==> src/rtl/irq_ctrl_pkg.sv <==
// rtl/irq_ctrl_pkg.sv - shared FSM state type and default parameters for irq_ctrl_param
package irq_ctrl_pkg;

    typedef enum logic [1:0] {
        IDLE   = 2'd0,
        ENTRY  = 2'd1,
        ACTIVE = 2'd2,
        EXIT   = 2'd3
    } irq_state_e;

    localparam int IRQ_MAX        = 16;
    localparam int NUM_IRQ_DEF    = 8;
    localparam int IDX_W_DEF      = 4;
    localparam int DEB_CYCLES_DEF = 16;

endpackage

==> src/rtl/irq_src_cond.sv <==
// rtl/irq_src_cond.sv - per-source sync, optional debounce (IRQ_DEBOUNCE_EN), rise detect
module irq_src_cond #(
    parameter int DEB_CYCLES = 16
) (
    input  logic clk,
    input  logic rst_n,
    input  logic src,
    output logic level,
    output logic rise
);

    logic sync1;
    logic sync2;
    logic filt;
    logic prev;

    always_ff @(posedge clk) begin
        if (!rst_n) begin
            sync1 <= 1'b0;
            sync2 <= 1'b0;
        end else begin
            sync1 <= src;
            sync2 <= sync1;
        end
    end

`ifdef IRQ_DEBOUNCE_EN
    logic [7:0] cnt;

    // The filter flips only once the synchronised input has disagreed with it
    // for DEB_CYCLES consecutive clocks; any agreement restarts the count.
    always_ff @(posedge clk) begin
        if (!rst_n) begin
            filt <= 1'b0;
            cnt  <= 8'd0;
        end else if (sync2 != filt) begin
            if (cnt == 8'(DEB_CYCLES - 1)) begin
                filt <= sync2;
                cnt  <= 8'd0;
            end else begin
                cnt <= cnt + 8'd1;
            end
        end else begin
            cnt <= 8'd0;
        end
    end
`else
    assign filt = sync2;
`endif

    always_ff @(posedge clk) begin
        if (!rst_n) begin
            prev <= 1'b0;
        end else begin
            prev <= filt;
        end
    end

    assign level = filt;
    assign rise  = filt & ~prev;

endmodule

==> src/rtl/irq_ctrl_param.sv <==
// rtl/irq_ctrl_param.sv - fixed-priority interrupt controller with trap entry/exit FSM (IRQ_DEBOUNCE_EN)
module irq_ctrl_param
    import irq_ctrl_pkg::*;
#(
    parameter int NUM_IRQ    = NUM_IRQ_DEF,
    parameter int IDX_W      = IDX_W_DEF,
    parameter int DEB_CYCLES = DEB_CYCLES_DEF
) (
    input  logic               clk,
    input  logic               rst_n,
    input  logic [NUM_IRQ-1:0] irq_src,
    input  logic [NUM_IRQ-1:0] irq_mask,
    input  logic [NUM_IRQ-1:0] irq_level,
    input  logic               int_mstatus_mie,
    input  logic               mret_en,
    output logic               trap_entry_en,
    output logic               trap_exit_en,
    output logic [IDX_W-1:0]   int_index,
    output logic [NUM_IRQ-1:0] irq_pending
);

    logic [NUM_IRQ-1:0] lvl;
    logic [NUM_IRQ-1:0] rise;
    logic [NUM_IRQ-1:0] edge_pend;
    logic [NUM_IRQ-1:0] sel;
    logic [NUM_IRQ-1:0] clr;
    logic [IDX_W-1:0]   win;
    logic               take;
    irq_state_e         state;
    irq_state_e         state_nxt;

    for (genvar i = 0; i < NUM_IRQ; i++) begin : g_src
        irq_src_cond #(
            .DEB_CYCLES(DEB_CYCLES)
        ) u_cond (
            .clk  (clk),
            .rst_n(rst_n),
            .src  (irq_src[i]),
            .level(lvl[i]),
            .rise (rise[i])
        );
    end

    assign irq_pending = (irq_level & lvl) | (~irq_level & edge_pend);
    assign sel         = irq_pending & irq_mask;
    assign take        = (state == IDLE) && int_mstatus_mie && (|sel);

    // Scan downward so the lowest selectable index is the last one written.
    always_comb begin
        win = '0;
        for (int i = NUM_IRQ - 1; i >= 0; i--) begin
            if (sel[i]) begin
                win = IDX_W'(i);
            end
        end
    end

    always_comb begin
        clr = '0;
        for (int i = 0; i < NUM_IRQ; i++) begin
            clr[i] = take && (win == IDX_W'(i));
        end
    end

    // A new rise wins over a simultaneous clear so no edge is lost.
    always_ff @(posedge clk) begin
        if (!rst_n) begin
            edge_pend <= '0;
        end else begin
            edge_pend <= (edge_pend & ~clr) | rise;
        end
    end

    always_comb begin
        state_nxt = state;
        case (state)
            IDLE:    if (take) state_nxt = ENTRY;
            ENTRY:   state_nxt = ACTIVE;
            ACTIVE:  if (mret_en) state_nxt = EXIT;
            EXIT:    state_nxt = IDLE;
            default: state_nxt = IDLE;
        endcase
    end

    always_ff @(posedge clk) begin
        if (!rst_n) begin
            state     <= IDLE;
            int_index <= '0;
        end else begin
            state <= state_nxt;
            if (take) begin
                int_index <= win;
            end
        end
    end

    assign trap_entry_en = (state == ENTRY);
    assign trap_exit_en  = (state == EXIT);

endmodule

==> config.mk <==
export PLATFORM = sky130hd
export DESIGN_NAME = irq_ctrl_param
export DESIGN_NICKNAME = d
export VERILOG_FILES = /design/src/rtl/irq_ctrl_pkg.sv /design/src/rtl/irq_src_cond.sv /design/src/rtl/irq_ctrl_param.sv
export SDC_FILE = /design/constraint.sdc
export NUM_CORES = 1
export LEC_CHECK = 0
export BUFFER_PORTS_ARGS = -buffer_cell sky130_fd_sc_hd__buf_2
export CAP_MARGIN = 20
export CORE_UTILIZATION = 41
export DETAILED_ROUTE_END_ITERATION = 12
export HOLD_SLACK_MARGIN = 0.02
export PLACE_DENSITY = 0.7
export SLEW_MARGIN = 20
export SYNTH_ARGS = -nofsm -noshare
export SYNTH_HDL_FRONTEND = slang
export SYNTH_SLANG_ARGS = --single-unit
==> constraint.sdc <==
create_clock -name clk -period 2.9 [get_ports clk]
set_input_delay 0.145 -clock clk [delete_from_list [all_inputs] [get_ports clk]]
set_output_delay 0.145 -clock clk [all_outputs]
set_load 0.05 [all_outputs]
Word level (Yosys, flattened, before mapping):

Index checks and enable logic that the tools add are counted.

* input port bits: 28
* word-level logic and storage cells: 88
* output and inout bits: 14
* register bits: 38

* equality and inequality tests: 12
* bitwise logic cells: 24
* reductions and logical operators: 14
* mux-type cells: 11

Operator list (number)
* $and 8x8->8: 4
* $mux 4: 7
* $eq 4x3->1 const B: 4
* $not 8->8: 2
* $or 8x8->8: 2
* $logic_and 1x1->1: 10
* $and 1x1->1: 8
* $eq 4x2->1 const B: 2
* $not 1->1: 8
* $pmux 2 s4: 1
* $reduce_or 8->1: 1
* $eq 2x2->1 const B: 2
* $eq 4x1->1 const B: 1
* $logic_not 4->1: 1
* $mux 2: 2
* $ne 2x2->1 const B: 2
* $mux 3: 1
* $eq 2x1->1 const B: 1
* $logic_not 2->1: 1
* $reduce_and 2->1: 1

Logic depth before layout (Yosys ltp):

* depth in word-level cells: 17
* mapped depth: 6
* depth with buffers taken out: 6

Cells and area by module:

Synthesis repeated with hierarchy kept, for this count alone.

* cells, all modules: 152
* area total of the unflattened synthesis: 1654.1 µm²

By module, submodules not included
* irq_ctrl_param: instances 1, sequential area each 260.2 µm², area an instance 913.4 µm², cells an instance 96
* irq_src_cond: instances 8, sequential area each 60.1 µm², area an instance 92.6 µm², cells an instance 7

Worst setup path before layout:

No wires, ideal clock.

* path kind: flip-flop to flip-flop
* from: reg g_src[6].u_cond.sync2
* to: reg state[0]
* setup slack: 1.236 ns
* stages on the path, launching flop included: 7
* buffers on the path: 0
* data required time: 2.814 ns
* data arrival time: 1.578 ns
* clock period less this slack: 1.664 ns
* setup time: 0.086 ns
* cells stage by stage: dfxtp_1 mux2i_1 inv_1 a22oi_2 nand4_2 a21o_1 a221oi_2

* cells in the longest elaborated chain, start to end: 7

Ends and longest elaborated chain
* start: declaration: line irq_src_cond.sv:13 `logic sync2;`
* start signal: assignment: line irq_src_cond.sv:23 `sync2 <= sync1;`
* $and 8x8->8: line irq_ctrl_param.sv:44 `assign irq_pending = (irq_level & lvl) | (~irq_level & edge_pend);`
* $or 8x8->8: line irq_ctrl_param.sv:44
* via irq_pending[6]: line irq_ctrl_param.sv:19 `output logic [NUM_IRQ-1:0] irq_pending`
* $and 8x8->8: line irq_ctrl_param.sv:45 `assign sel = irq_pending & irq_mask;`
* $reduce_or 8->1: line irq_ctrl_param.sv:46 `assign take = (state == IDLE) && int_mstatus_mie && (|sel);`
* $logic_and 1x1->1: line irq_ctrl_param.sv:46
* $ne 2x2->1 (no line)
* $reduce_and 2->1 (no line)
* end signal: assignment: line irq_ctrl_param.sv:90 `state <= state_nxt;`
* end: declaration: line irq_ctrl_param.sv:29 `irq_state_e state;`

The timed path passes the listed nets, and every way through them passes these cells.
A chain may end at the register's enable or synchronous reset.

Final worst setup path:

* from: reg state[0]
* to: reg int_index[1]

* cells in the longest elaborated chain, start to end: 3

Ends and longest elaborated chain
* $logic_not 2->1: line irq_ctrl_param.sv:46
* $logic_and 1x1->1 (2 in series): line irq_ctrl_param.sv:46
* end signal: assignment: line irq_ctrl_param.sv:92 `int_index <= win;`
* end: declaration: line irq_ctrl_param.sv:18 `output logic [IDX_W-1:0] int_index,`

Every way passes these cells.

==> results.md <==
- The run finished with clean final reports.
- The critical path in this run is classified as flip-flop to flip-flop.
- For this run, asynchronously set or reset flops after synthesis account for 0%.
- Leaving out filler cells and counting taps, the final layout contains 245.
- The number of detailed-route iterations in the first pass is 4.
- The post-synthesis average cell area is 10.4 um2.
- The number of nets in the synthesized netlist is 187.
- In this run the tool buffered the top-level ports with 40 buffer cells.
- Leaving out fill and tap cells, the most frequent cell in the layout is buf_2.
- The count of flip-flops with a built-in enable after synthesis is 0.
- The number of slew-limit violations in the final report is 0.
- Ranked by total cell area, the synthesized netlist is headed by dfxtp_1 (46%), and2_1 (10%), a22oi_4 (4.0%).
- Static timing analysis puts the maximum clock frequency at 605 MHz.
- Setup repair after global routing left no endpoint under its margin.
- The worst slack on hold paths is 0.0570 ns.
- From synthesis to final layout, the design area changed by 21.6%.
- The switching portion of total power is 30.7%.
- Grouping stages by cell kind, the critical path spends the most delay in compound AO/OA/AOI/OAI gates.
- The detailed-route wire length is 2870 um.
- The total I/O pin count is 42.
- Summing internal, switching and leakage power gives 1.32 mW.
- The worst reg-to-reg setup slack is 1.25 ns.
- The summed negative setup slack over all endpoints is 0 ns.
- The max-cap check violation count is 0.
- The area of the placeable core is 3690 um2.
- The arrival time of data at the critical path endpoint is 1.87 ns.
- Combinational cells account for 24.2% of the total power.
- The share of the yosys chip area belonging to registers is 46.5%.
- After the last flow step, the layout net total stands at 229.
- The number of hold buffers added after CTS is 0.
- The power density over the cells is 679 nW/um2.
- The static power due to leakage is 0.914 nW.
- Setup violations remaining at the end of the flow were counted as 0.
- The H-tree depth reported by CTS is 2.
- The first global-routing pass estimated 4700 um of wire.
- The total routing usage reported by global routing is 15.4%.
- The endpoint required time on the critical path is 3.12 ns.
- The post-CTS setup-driven buffer insertion count is 0.
- Counting tap cells, the placed design contains a total of 237 instances.
- dfxtp_1 takes more of the synthesized area than any other cell.
- The clock slew at the register clock pins of the worst setup and hold paths is 0.07 ns.
- The insertion delay to the later sink of the worst-skew pair is 0.29 ns.
- Summing every instance area after synthesis gives 1590 um2.
- The die outline area is 4140 um2.
- The kind of end point of the critical path is a flip-flop.
- In this run, distinct cell masters in the synthesized netlist total 39.
- The worst setup path is launched from a flip-flop.
- The number of vias after detailed routing is 1162.
- The TritonCTS clock tree is yes.
- In the routed design, unresolved DRC markers number 0.
- The largest net degree at the start of global routing is 30.
- The path type of the worst min-delay path is primary input to flip-flop.
- The clock network accounts for 33.2% of the total power.
- Dividing the detail-routed wire length by the instance count gives 11.7 um.
- The clock buffer count from CTS is 5.
- The clock skew after layout is 0.00169 ns.
- The initial utilization of the core area, before any placement, comes to 43.2%.
- The clock passes through at most 2 buffers.
- The net load switching power is 0.404 mW.
- The number of fillers in the final layout is 353.
- The count of clock tree sinks is 37.
- In the layout the commonest cells are buf_2 (40), dfxtp_1 (37), and2_1 (26), nand2_1 (10), a21oi_1 (10).
- The final estimated routing congestion in global placement is 0.726.
- The overall die height is 64.4 um.
- Internal power comes to 0.912 mW.
- Of the total power, registers draw 42.6%.
- For this run, the leading register cell type out of synthesis is dfxtp_1.
- The standard-cell row count is 22.
- Across the VDD grid, the largest voltage drop is 353 uV.
- The peak fanout along the critical path is 5.
- On the worst path, the slowest cell contributes a delay of 0.35 ns.
- Counting both buffers and inverters, the worst setup path holds a total of 1.
- The Yosys warning count is 0.
- Global routing finished with a remaining overflow of 0.
- The final hold violation count is 0.
- The die extent in x is 64.4 um.
- The period utilization is 57.0%.
- The post-synthesis instance total is 154.
- Subtracting the final worst setup slack from the clock period gives 1.65 ns.
- The wire-length estimate of the detail-placed layout is 2150 um.
- The share of final-layout standard cells stronger than drive strength 1 is 32.0%.
- The number of antenna diodes is 0.
- The slowest library cell on the worst path is a41oi_1.
- The number of antenna violations at the first check in global routing came to 0.
- The number of synthesized register bits is 37.
- The average vias per placed instance is 4.74.
- The number of global-route vias before repair is 1034.
- The number of violations reported at the end of detailed-routing iteration 0 is 56.
- The signal on the critical path passes through inv_1 -> ha_1 -> nand2_1 -> a41oi_1 -> o211ai_1 -> a21oi_1.
- Once the clock tree was built, the resizer swapped 0 gates to a different size.
- The number of nets with antenna violations after routing is 0.
- CTS placed an instance of clkbuf_8 at the clock tree root.
- The fraction of post-synthesis cell area in the top cell type by area is 46.5%.
## cells by family after synthesis
logic type,share of synthesized area [%]
other,0.235
buffers and inverters,3.85
multiplexers,6.91
AO/OA/AOI/OAI,18.5
adder cells (fa/ha/maj),3.92
flip-flops,46.5
AND/OR/NAND/NOR,20.1
## registers in the layout, indices dropped and copies added (netlist names)
signal / flops
edge_pend: 8
g_src.u_cond.sync1: 8
int_index: 3
g_src.u_cond.prev: 8
state: 2
g_src.u_cond.level: 8
## final cells by class
| type | count | area, um2 | share of cell area (%) |
|---|---|---|---|
| sequential | 37 | 741 | 38.2 |
| inverter | 9 | 33.8 | 1.74 |
| tap | 48 | 60.1 | 3.10 |
| clock buffer | 6 | 72.6 | 3.74 |
| timing repair buffer | 40 | 200 | 10.3 |
| clock inverter | 2 | 38.8 | 2.00 |
| multi-input combinational | 103 | 792 | 40.9 |
## power groups by stage
stage / clock, mW / combinational [mW] / sequential [mW]
finish: 0.437 / 0.318 / 0.561
detailed placement: 0 / 0.319 / 0.573
CTS: 0.448 / 0.319 / 0.561
global placement: 0 / 0.314 / 0.572
floorplan: 0 / 0.238 / 0.580
global route: 0.478 / 0.351 / 0.566
## per-layer routing
layer	routed length [um]	global-route usage (%)	vias up
met5	0	0	-
met4	48	6.67	0
met3	145	6.96	6
met2	1310	23.2	28
met1	1360	18.7	519
li1	-	-	609
## cell usage after synthesis, types with 2 or more instances
library cell,count
and2_1,26
nand2b_1,8
a22oi_4,3
mux2i_1,2
a21oi_1,10
nor2_1,4
mux2_2,4
dfxtp_1,37
o31ai_1,2
clkbuf_1,3
inv_1,9
mux2_4,3
o211ai_1,2
ha_1,5
nand2_1,10
o21ai_0,3
## worst paths after layout
check,start,end,cells after the start
setup / recovery,state[0],int_index[1],6
hold / removal,irq_src[0],g_src[0].u_cond.sync1,2
setup reg to reg,state[0],int_index[1],6
hold reg to reg,g_src[7].u_cond.sync1,g_src[7].u_cond.level,1
## through the flow
stage	setup WS, ns	util, %	cell area [um2]
finish	1.25	52.5	1940
global route	1.08	52.5	1940
CTS	1.26	52.5	1940
detailed placement	1.27	49.5	1830
global placement	1.28	49.5	1830
floorplan	1.24	-	1590
No activity file was read; power rests on OpenSTA's default activity.
